### config.mk
export PLATFORM = sky130hd
export DESIGN_NAME = mac_stat_mgnt
export DESIGN_NICKNAME = d
export VERILOG_FILES = /design/src/rtl/mac_stat_pkg.sv /design/src/rtl/stat_counter.sv /design/src/rtl/mac_stat_mgnt.sv
export SDC_FILE = /design/constraint.sdc
export NUM_CORES = 1
export LEC_CHECK = 0
export BUFFER_PORTS_ARGS = -buffer_cell sky130_fd_sc_hd__clkbuf_2
export CAP_MARGIN = 0
export CORE_ASPECT_RATIO = 1.4
export CORE_UTILIZATION = 55
export DETAILED_ROUTE_END_ITERATION = 8
export PLACE_DENSITY = 0.86
export SETUP_SLACK_MARGIN = 0.4
export SYNTH_ARGS = -nofsm -noshare
export SYNTH_HDL_FRONTEND = slang
export SYNTH_SLANG_ARGS = --single-unit
### constraint.sdc
create_clock -name clk -period 8.3 [get_ports clk]
set_clock_uncertainty 0.2 [all_clocks]
set_input_delay 1.66 -clock clk [delete_from_list [all_inputs] [get_ports clk]]
set_output_delay 1.66 -clock clk [all_outputs]
set_load 0.1 [all_outputs]
### src/rtl/mac_stat_pkg.sv
// mac_stat_pkg: shared constants, defaults and FSM encoding for the MAC statistics block
package mac_stat_pkg;

    localparam int DEF_CNT_WIDTH = 32;
    localparam int DEF_LEN_WIDTH = 11;
    localparam int NUM_CNT       = 6;

    localparam logic [7:0] STAT_RX_FRAMES = 8'h00;
    localparam logic [7:0] STAT_RX_BYTES  = 8'h01;
    localparam logic [7:0] STAT_TX_FRAMES = 8'h02;
    localparam logic [7:0] STAT_TX_BYTES  = 8'h03;
    localparam logic [7:0] STAT_CRC_ERRS  = 8'h04;
    localparam logic [7:0] STAT_DROPS     = 8'h05;
    localparam logic [7:0] STAT_CLR_ALL   = 8'hFF;

    typedef enum logic {ST_IDLE, ST_SEND} stat_state_e;

endpackage

### src/rtl/stat_counter.sv
// stat_counter: one statistics counter with clear priority; MAC_STAT_SATURATE_EN selects saturate instead of wrap
module stat_counter #(
    parameter int CNT_WIDTH = 32,
    parameter int LEN_WIDTH = 11
) (
    input  logic                 clk,
    input  logic                 rst,
    input  logic                 inc_en,
    input  logic [LEN_WIDTH-1:0] inc_val,
    input  logic                 clr,
    output logic [CNT_WIDTH-1:0] cnt
);

    logic [CNT_WIDTH-1:0] cnt_q, cnt_d;
`ifdef MAC_STAT_SATURATE_EN
    logic [CNT_WIDTH:0] sum;

    // Next value: clear beats increment; the carry out of the add clamps to all-ones
    always_comb begin
        sum   = {1'b0, cnt_q} + (CNT_WIDTH+1)'(inc_val);
        cnt_d = clr ? '0 : !inc_en ? cnt_q : sum[CNT_WIDTH] ? '1 : sum[CNT_WIDTH-1:0];
    end
`else
    // Next value: clear beats increment; the add wraps modulo 2^CNT_WIDTH
    always_comb begin
        cnt_d = clr ? '0 : inc_en ? cnt_q + CNT_WIDTH'(inc_val) : cnt_q;
    end
`endif

    // Counter register
    always_ff @(posedge clk or posedge rst) begin
        if (rst) cnt_q <= '0;
        else     cnt_q <= cnt_d;
    end

    assign cnt = cnt_q;

endmodule

### src/rtl/mac_stat_mgnt.sv
// mac_stat_mgnt: per-port MAC statistics with byte-serial MSB-first readout and clear; MAC_STAT_SATURATE_EN makes counters saturate
module mac_stat_mgnt
    import mac_stat_pkg::*;
#(
    parameter int CNT_WIDTH = DEF_CNT_WIDTH,
    parameter int LEN_WIDTH = DEF_LEN_WIDTH
) (
    input  logic                 clk,
    input  logic                 rst,
    input  logic                 req_valid,
    input  logic                 req_wr,
    input  logic [7:0]           req_addr,
    output logic                 resp_valid,
    output logic [7:0]           resp_data,
    input  logic                 rx_frame_valid,
    input  logic [LEN_WIDTH-1:0] rx_frame_len,
    input  logic                 rx_crc_err,
    input  logic                 rx_drop,
    input  logic                 tx_frame_valid,
    input  logic [LEN_WIDTH-1:0] tx_frame_len
);

    localparam int NB = CNT_WIDTH / 8;
    localparam int BW = $clog2(NB + 1);

    logic [NUM_CNT-1:0]   inc_en, clr;
    logic [LEN_WIDTH-1:0] inc_val [NUM_CNT];
    logic [CNT_WIDTH-1:0] cnt [NUM_CNT];
    logic [CNT_WIDTH-1:0] sel;

    stat_state_e          state_q;
    logic [CNT_WIDTH-1:0] shift_q;
    logic [BW-1:0]        byte_cnt_q;
    logic                 resp_valid_q;
    logic [7:0]           resp_data_q;

    // Route MAC events and clears to counters indexed by their address; read mux sees pre-increment values
    always_comb begin
        inc_en = {rx_drop, rx_crc_err, tx_frame_valid, tx_frame_valid, rx_frame_valid, rx_frame_valid};
        for (int k = 0; k < NUM_CNT; k++) inc_val[k] = LEN_WIDTH'(1);
        inc_val[STAT_RX_BYTES[2:0]] = rx_frame_len;
        inc_val[STAT_TX_BYTES[2:0]] = tx_frame_len;
        sel = '0;
        for (int k = 0; k < NUM_CNT; k++) begin
            clr[k] = req_valid && req_wr && (req_addr == 8'(k) || req_addr == STAT_CLR_ALL);
            if (req_addr == 8'(k)) sel = cnt[k];
        end
    end

    for (genvar i = 0; i < NUM_CNT; i++) begin : g_cnt
        stat_counter #(.CNT_WIDTH(CNT_WIDTH), .LEN_WIDTH(LEN_WIDTH)) u_cnt (
            .clk    (clk),
            .rst    (rst),
            .inc_en (inc_en[i]),
            .inc_val(inc_val[i]),
            .clr    (clr[i]),
            .cnt    (cnt[i])
        );
    end

    // Readout FSM: the first byte leaves with the snapshot, the rest shift out back-to-back
    always_ff @(posedge clk or posedge rst) begin
        if (rst) begin
            state_q      <= ST_IDLE;
            shift_q      <= '0;
            byte_cnt_q   <= '0;
            resp_valid_q <= 1'b0;
            resp_data_q  <= '0;
        end else begin
            case (state_q)
                ST_IDLE: if (req_valid && !req_wr) begin
                    state_q      <= ST_SEND;
                    resp_valid_q <= 1'b1;
                    resp_data_q  <= sel[CNT_WIDTH-1 -: 8];
                    shift_q      <= sel << 8;
                    byte_cnt_q   <= BW'(1);
                end
                ST_SEND: if (byte_cnt_q == BW'(NB)) begin
                    state_q      <= ST_IDLE;
                    resp_valid_q <= 1'b0;
                    resp_data_q  <= '0;
                    byte_cnt_q   <= '0;
                end else begin
                    resp_data_q  <= shift_q[CNT_WIDTH-1 -: 8];
                    shift_q      <= shift_q << 8;
                    byte_cnt_q   <= byte_cnt_q + BW'(1);
                end
                default: state_q <= ST_IDLE;
            endcase
        end
    end

    assign resp_valid = resp_valid_q;
    assign resp_data  = resp_data_q;

endmodule

==> impl_metrics.json, run 1 <==
{
  "status": "complete, no violations",
  "yosysMostFrequentCell": "nor2_1",
  "min_path_cells": 2,
  "arrival_ps": 4940,
  "synthArstFlopShare_pct": 100,
  "p_total_w": 0.00389,
  "peakVddDrop_v": 0.000273,
  "finalCritPeriodShare_pct": 56.8,
  "setup_viol": 0,
  "finalHoldViolations": 0,
  "drive_above_1_share_pct": 11.5,
  "post_cts_buffers": 0,
  "area_growth_pct": 8.82,
  "reg2regPathDepth": 7,
  "clk_pin_slew_ps": 70,
  "maxCapViolCount": 0,
  "ys_top_cells_by_count": "nor2_1 (239), dfrtp_1 (229), nand2_1 (106), a21oi_1 (93), xor2_1 (75)",
  "drt_iter0_markers": 930,
  "ant_nets": 0,
  "cts_buffers": 22,
  "yosysSeqAreaShare_pct": 42.7,
  "start_kind": "input port",
  "crit_family": "compound AO/OA/AOI/OAI gates",
  "clock_path_buffers": 3,
  "synth_top_area_cell": "dfrtp_1",
  "port_buffers": 46,
  "grt_pass1_vias": 10900,
  "worst_slew_pin_slew_ps": 1280,
  "power_density_nw_per_um2": 267,
  "syn_area_per_cell_sq_um": 9.45,
  "place.gp.congestion": 0.943,
  "regToRegStartpoint": "g_cnt[4].u_cnt.cnt[0]",
  "htree_levels": 1,
  "synth_cells": 1420,
  "clk_latency_ps": 510,
  "r2r_slack_ps": 5170,
  "yosys.area.top_type_share_pct": 42.7,
  "timing.critical_path.buf_inv": 2,
  "rsz0062_at_grt": "false",
  "leakage_nw": 6.38,
  "holdCritStartpoint": "resp_data[7]",
  "synth_flop_cell": "dfrtp_1",
  "maxSlewHeadroom_pct": 13.8,
  "p_int_w": 0.00242,
  "dp.final_hpwl_microns": 23700,
  "slowest_delay_ps": 850,
  "antenna_found_initial": 2,
  "crit_path_cell_trace": "clkbuf_2 > or4_4 > nor3_4 > buf_4 > o211a_1 > o2bb2ai_1 > or4_1 > a21oi_1",
  "critical_path.max_fanout": 36,
  "yosysUniqueCellTypes": 65,
  "netlist_area_sq_um": 13400,
  "end_kind": "register",
  "drt-total-wl_microns": 33600,
  "r2r-end": "g_cnt[4].u_cnt.cnt[22]",
  "drt_drc_violations_left": 0,
  "cts_hold_buf": 0,
  "grt_max_degree": 186,
  "core-area_sq_um": 24000,
  "grt_pass1_wl_microns": 54600,
  "period_minus_slack_ps": 4720,
  "path_class": "input port to register",
  "synth_edf_count": 0,
  "die_area_sq_um": 25000,
  "slowest_stage": "o211a_1",
  "gr-usage-all-layers_pct": 26.9,
  "first_pass_iters": 5,
  "p_sw_share_pct": 38.0,
  "setup_tns_ps": 0,
  "ys_seq_elements": 229,
  "via_count": 11200,
  "p_sw_w": 0.00148,
  "avgRoutedWirePerCell_microns": 19.0,
  "fmaxAchievable_ghz": 0.212,
  "cts-root-buf": "clkbuf_16",
  "synth_area_leaders": "dfrtp_1 (43%), nor2_1 (6.7%), mux4_2 (5.4%)",
  "cts_tree": "done",
  "holdPathEnd": "resp_data[7]",
  "die_w_microns": 134,
  "globalRouteOverflowTotal": 0,
  "ios": 47,
  "drv_slew": 0,
  "viasPerCell": 6.33,
  "synthesis.nets": 1488,
  "rows": 67,
  "ys_warn_count": 0,
  "cts_resized": 0,
  "nets": 1506,
  "numClockSinks": 229,
  "pwr-share-seq_pct": 40.9,
  "min_path_type": "register to register",
  "pwr-share-clk_pct": 26.3,
  "required_ps": 8520,
  "die_h_microns": 187,
  "p_comb_share_pct": 32.8,
  "start_util_pct": 55.9
}
[cells in the final DEF, fill, tap and decap left out, types with 24 or more instances in the layout]
cell type / count
o21ai_0: 43
nor2_1: 238
nand4_1: 47
inv_1: 39
dfrtp_1: 229
and3_1: 24
xor2_1: 75
nand2_1: 106
ha_1: 28
clkbuf_2: 46
nor3_1: 26
mux4_2: 32
a22oi_1: 27
a21oi_1: 93
xnor2_1: 62
nand3_1: 51
[tightest hold or removal path, delay by kind of cell (launching register included)]
| kind | cells | cell delay, ps |
|---|---|---|
| and+or+nand+nor | 1 | 50 |
| DFF | 1 | 350 |
| AOI/OAI and AO/OA | 1 | 60 |
[flip-flops by register name (all words and copies together) (netlist names)]
signal           flops
byte_cnt_q           3
g_cnt.u_cnt.cnt    192
resp_data            8
resp_valid           1
shift_q             24
state_q              1
[cell families (layout without fill, tap and decap cells)]
family | after synthesis | count (layout) | share of synthesized area [%]
and+or+nand+nor | 597 | 597 | 21.8
buffers and inverters | 109 | 143 | 3.57
other | 0 | 2 | 0
muxes | 62 | 62 | 7.70
DFF | 229 | 229 | 42.7
xor gates and xnor gates | 137 | 137 | 8.95
AOI/OAI and AO/OA | 256 | 256 | 12.3
adders and majority gates | 30 | 30 | 2.91
[power by group through the flow]
stage                     registers [W]  clock network [W]  logic, W
final                           0.00159            0.00102   0.00128
after global routing            0.00162            0.00107   0.00141
after CTS                       0.00158            0.00103   0.00127
after detailed placement        0.00160                  0   0.00126
after global placement          0.00159                  0   0.00121
after floorplan                 0.00161                  0  0.000923
[per-layer routing]
layer	vias up	global-route usage (%)	part of all wire, %
li1	5106	-	-
met1	5518	32.8	38
met2	459	47.6	52
met3	96	2.99	6.1
met4	0	11.6	4.1
met5	-	0	0
[cell type report]
cell class	instances	area, sq um
Clock inverter	4	23.8
Timing Repair Buffer	63	370
Fill cell	1910	9380
Multi-Input combinational cell	1082	7210
Inverter	40	154
Clock buffer	36	714
Sequential cell	229	5730
Antenna cell	2	5.00
Tap cell	310	388
[metrics by stage]
step / hold WS (ps) / util, % / setup WS [ps] / std cells / area (sq um)
after floorplan: 269 / - / 3450 / 1420 / 13400
after global placement: 264 / 57.8 / 3260 / 1724 / 13900
after detailed placement: 275 / 57.8 / 3130 / 1724 / 13900
after CTS: 289 / 60.9 / 3650 / 1764 / 14600
after global routing: 317 / 60.9 / 3410 / 1766 / 14600
final: 282 / 60.9 / 3580 / 1766 / 14600
[worst max-delay path by stage]
stage | start | end | slack [ps] | cells after the start
after floorplan | rst | byte_cnt_q[0] | 3450 | 1
after global placement | req_addr[5] | g_cnt[3].u_cnt.cnt[25] | 3260 | 8
after detailed placement | req_addr[5] | g_cnt[3].u_cnt.cnt[25] | 3130 | 8
after CTS | req_addr[5] | g_cnt[3].u_cnt.cnt[25] | 3650 | 8
after global routing | req_addr[5] | g_cnt[3].u_cnt.cnt[25] | 3410 | 8
final | req_addr[5] | g_cnt[3].u_cnt.cnt[25] | 3580 | 8
(Power assumes the default switching activity.)
==> inputs of run 2 (changes only) <==
Clock period 8.3 ns to 4.04 ns, I/O delays scaled along.
==> run 2 against run 1 <==
  * Core utilization up 0.89 points
  * Sequential power up 100%
  * Total power up 120%
  * First-iteration DRC count up 5.5%
  * Critical path type is now register to register
  * Critical endpoint is now g_cnt[3].u_cnt.cnt[24]
  * Largest cell class unchanged
==> impl_metrics.json, run 2 (synthesized netlist as in run 1, its figures left out) <==
{
  "leakage_nw": 6.49,
  "start_kind": "register",
  "cts_resized": 0,
  "antenna_found_initial": 0,
  "clk_latency_ps": 510,
  "layout_common_cells": "nor2_1 (238), dfrtp_1 (229), nand2_1 (106)",
  "r2r_slack_ps": 940,
  "clock_path_buffers": 3,
  "viasPerCell": 6.28,
  "crit_path_cell_trace": "ha_1 > inv_1 > fa_1 > nor2b_1 > o211ai_1 > a211o_1 > and3b_1 > or4_1 > a21oi_1",
  "peakVddDrop_v": 0.000420,
  "finalHoldViolations": 0,
  "worst_slew_pin_slew_ps": 1030,
  "setup_viol": 0,
  "grt_pass1_wl_microns": 55000,
  "globalRouteOverflowTotal": 0,
  "dp.cells": 1737,
  "p_total_w": 0.00838,
  "start_util_pct": 55.9,
  "layout_commonest_cell": "nor2_1",
  "power_density_nw_per_um2": 566,
  "die_w_microns": 134,
  "setup_ws_ps": 942,
  "grt_max_degree": 151,
  "slowest_delay_ps": 560,
  "maxSlewHeadroom_pct": 31.3,
  "place.gp.congestion": 0.930,
  "timing.critical_path.buf_inv": 1,
  "finalCritPeriodShare_pct": 76.7,
  "gr-usage-all-layers_pct": 27.3,
  "rows": 67,
  "setup_tns_ps": 0,
  "nets": 1520,
  "die_h_microns": 187,
  "ant_nets": 0,
  "crit_family": "simple AND/OR/NAND/NOR gates",
  "cts_hold_buf": 0,
  "status": "complete, no violations",
  "area_growth_pct": 10.4,
  "via_count": 11200,
  "port_buffers": 46,
  "r2r-end": "g_cnt[3].u_cnt.cnt[24]",
  "critical_path.max_fanout": 14,
  "avgRoutedWirePerCell_microns": 19.0,
  "layoutNonFillerInstCount": 1778,
  "die_area_sq_um": 25000,
  "slowest_stage": "or4_1",
  "drt-total-wl_microns": 33900,
  "drv_slew": 0,
  "largest_reg_flops": 192,
  "drt_drc_violations_left": 0,
  "path_class": "register to register",
  "fmaxAchievable_ghz": 0.323,
  "nFillCells": 1909,
  "grt_pass1_vias": 11100,
  "maxCapViolCount": 0,
  "ios": 47,
  "clk_pin_slew_ps": 70,
  "cp-startpoint": "g_cnt[3].u_cnt.cnt[0]",
  "period_minus_slack_ps": 3100,
  "core-area_sq_um": 24000,
  "n_antenna_cell": 0,
  "cts-root-buf": "clkbuf_16",
  "pre_cts_ws_ps": 563,
  "first_pass_iters": 6,
  "htree_levels": 1,
  "arrival_ps": 3330,
  "cts_buffers": 23,
  "post_cts_buffers": 0,
  "cts_tree": "done",
  "min_path_type": "input port to async pin",
  "dp.final_hpwl_microns": 24400,
  "required_ps": 4270,
  "end_kind": "register",
  "numClockSinks": 229,
  "drive_above_1_share_pct": 12.4,
  "rsz0062_at_grt": "false",
  "drt_iter0_markers": 981,
  "reg2regPathDepth": 9,
  "regToRegStartpoint": "g_cnt[3].u_cnt.cnt[0]"
}
## run 2: changes by cell type in the layout (fill, tap and decap cells not counted), sizes merged
cell	before	now
buf	17	30
clkbuf	82	77
diode	2	0
clkinv	4	3
bufinv	0	6
clkinvlp	1	2
## run 2: worst max path at each step
stage | to | slack, ps | cells after the start
global placement | g_cnt[3].u_cnt.cnt[24] | 610 | 10
finish | g_cnt[3].u_cnt.cnt[24] | 940 | 9
CTS | g_cnt[3].u_cnt.cnt[24] | 980 | 9
detailed placement | g_cnt[3].u_cnt.cnt[24] | 560 | 10
global route | g_cnt[3].u_cnt.cnt[24] | 810 | 9
floorplan | byte_cnt_q[0] | 40 | 1
## run 2: cell type report
class                      instances  area, sq um  area share [%]
inverter                          40          154            1.04
sequential                       229         5730            38.7
clock buffer                      31          656            4.43
timing repair buffer              76          468            3.16
clock inverter                    10          203            1.37
tap                              310          388            2.62
multi-input combinational       1082         7210            48.7
## run 2: routing by layer
metal / share of wire, % / global-route usage (%)
met1: 38 / 33.1
met4: 4.6 / 12.7
met3: 5.5 / 2.36
met2: 52 / 48.5
met5: 0 / 0
## run 2: worst register-to-register path, delay by kind of cell (launching register included)
kind / cells / cell delay (ps)
buf+inv: 1 / 70
fa+ha+maj: 2 / 600
flops: 1 / 370
simple gates: 3 / 1100
compound gates: 3 / 680
## run 2: metrics by stage
stage	area [sq um]	hold WS (ps)	utilization, %
after detailed placement	14000	271	58.2
final	14800	233	61.8
after global placement	14000	264	58.2
after global routing	14800	285	61.8
after CTS	14800	243	61.8
after floorplan	13400	269	-
## run 2: report_power, final
group	total [W]	leakage, nW	internal, W	switching [W]
Clock	0.00245	0.420	0.00152	0.000929
Sequential	0.00325	3.05	0.00272	0.000530
Combinational	0.00268	3.02	0.00105	0.00164
Total	0.00838	6.49	0.00529	0.00309
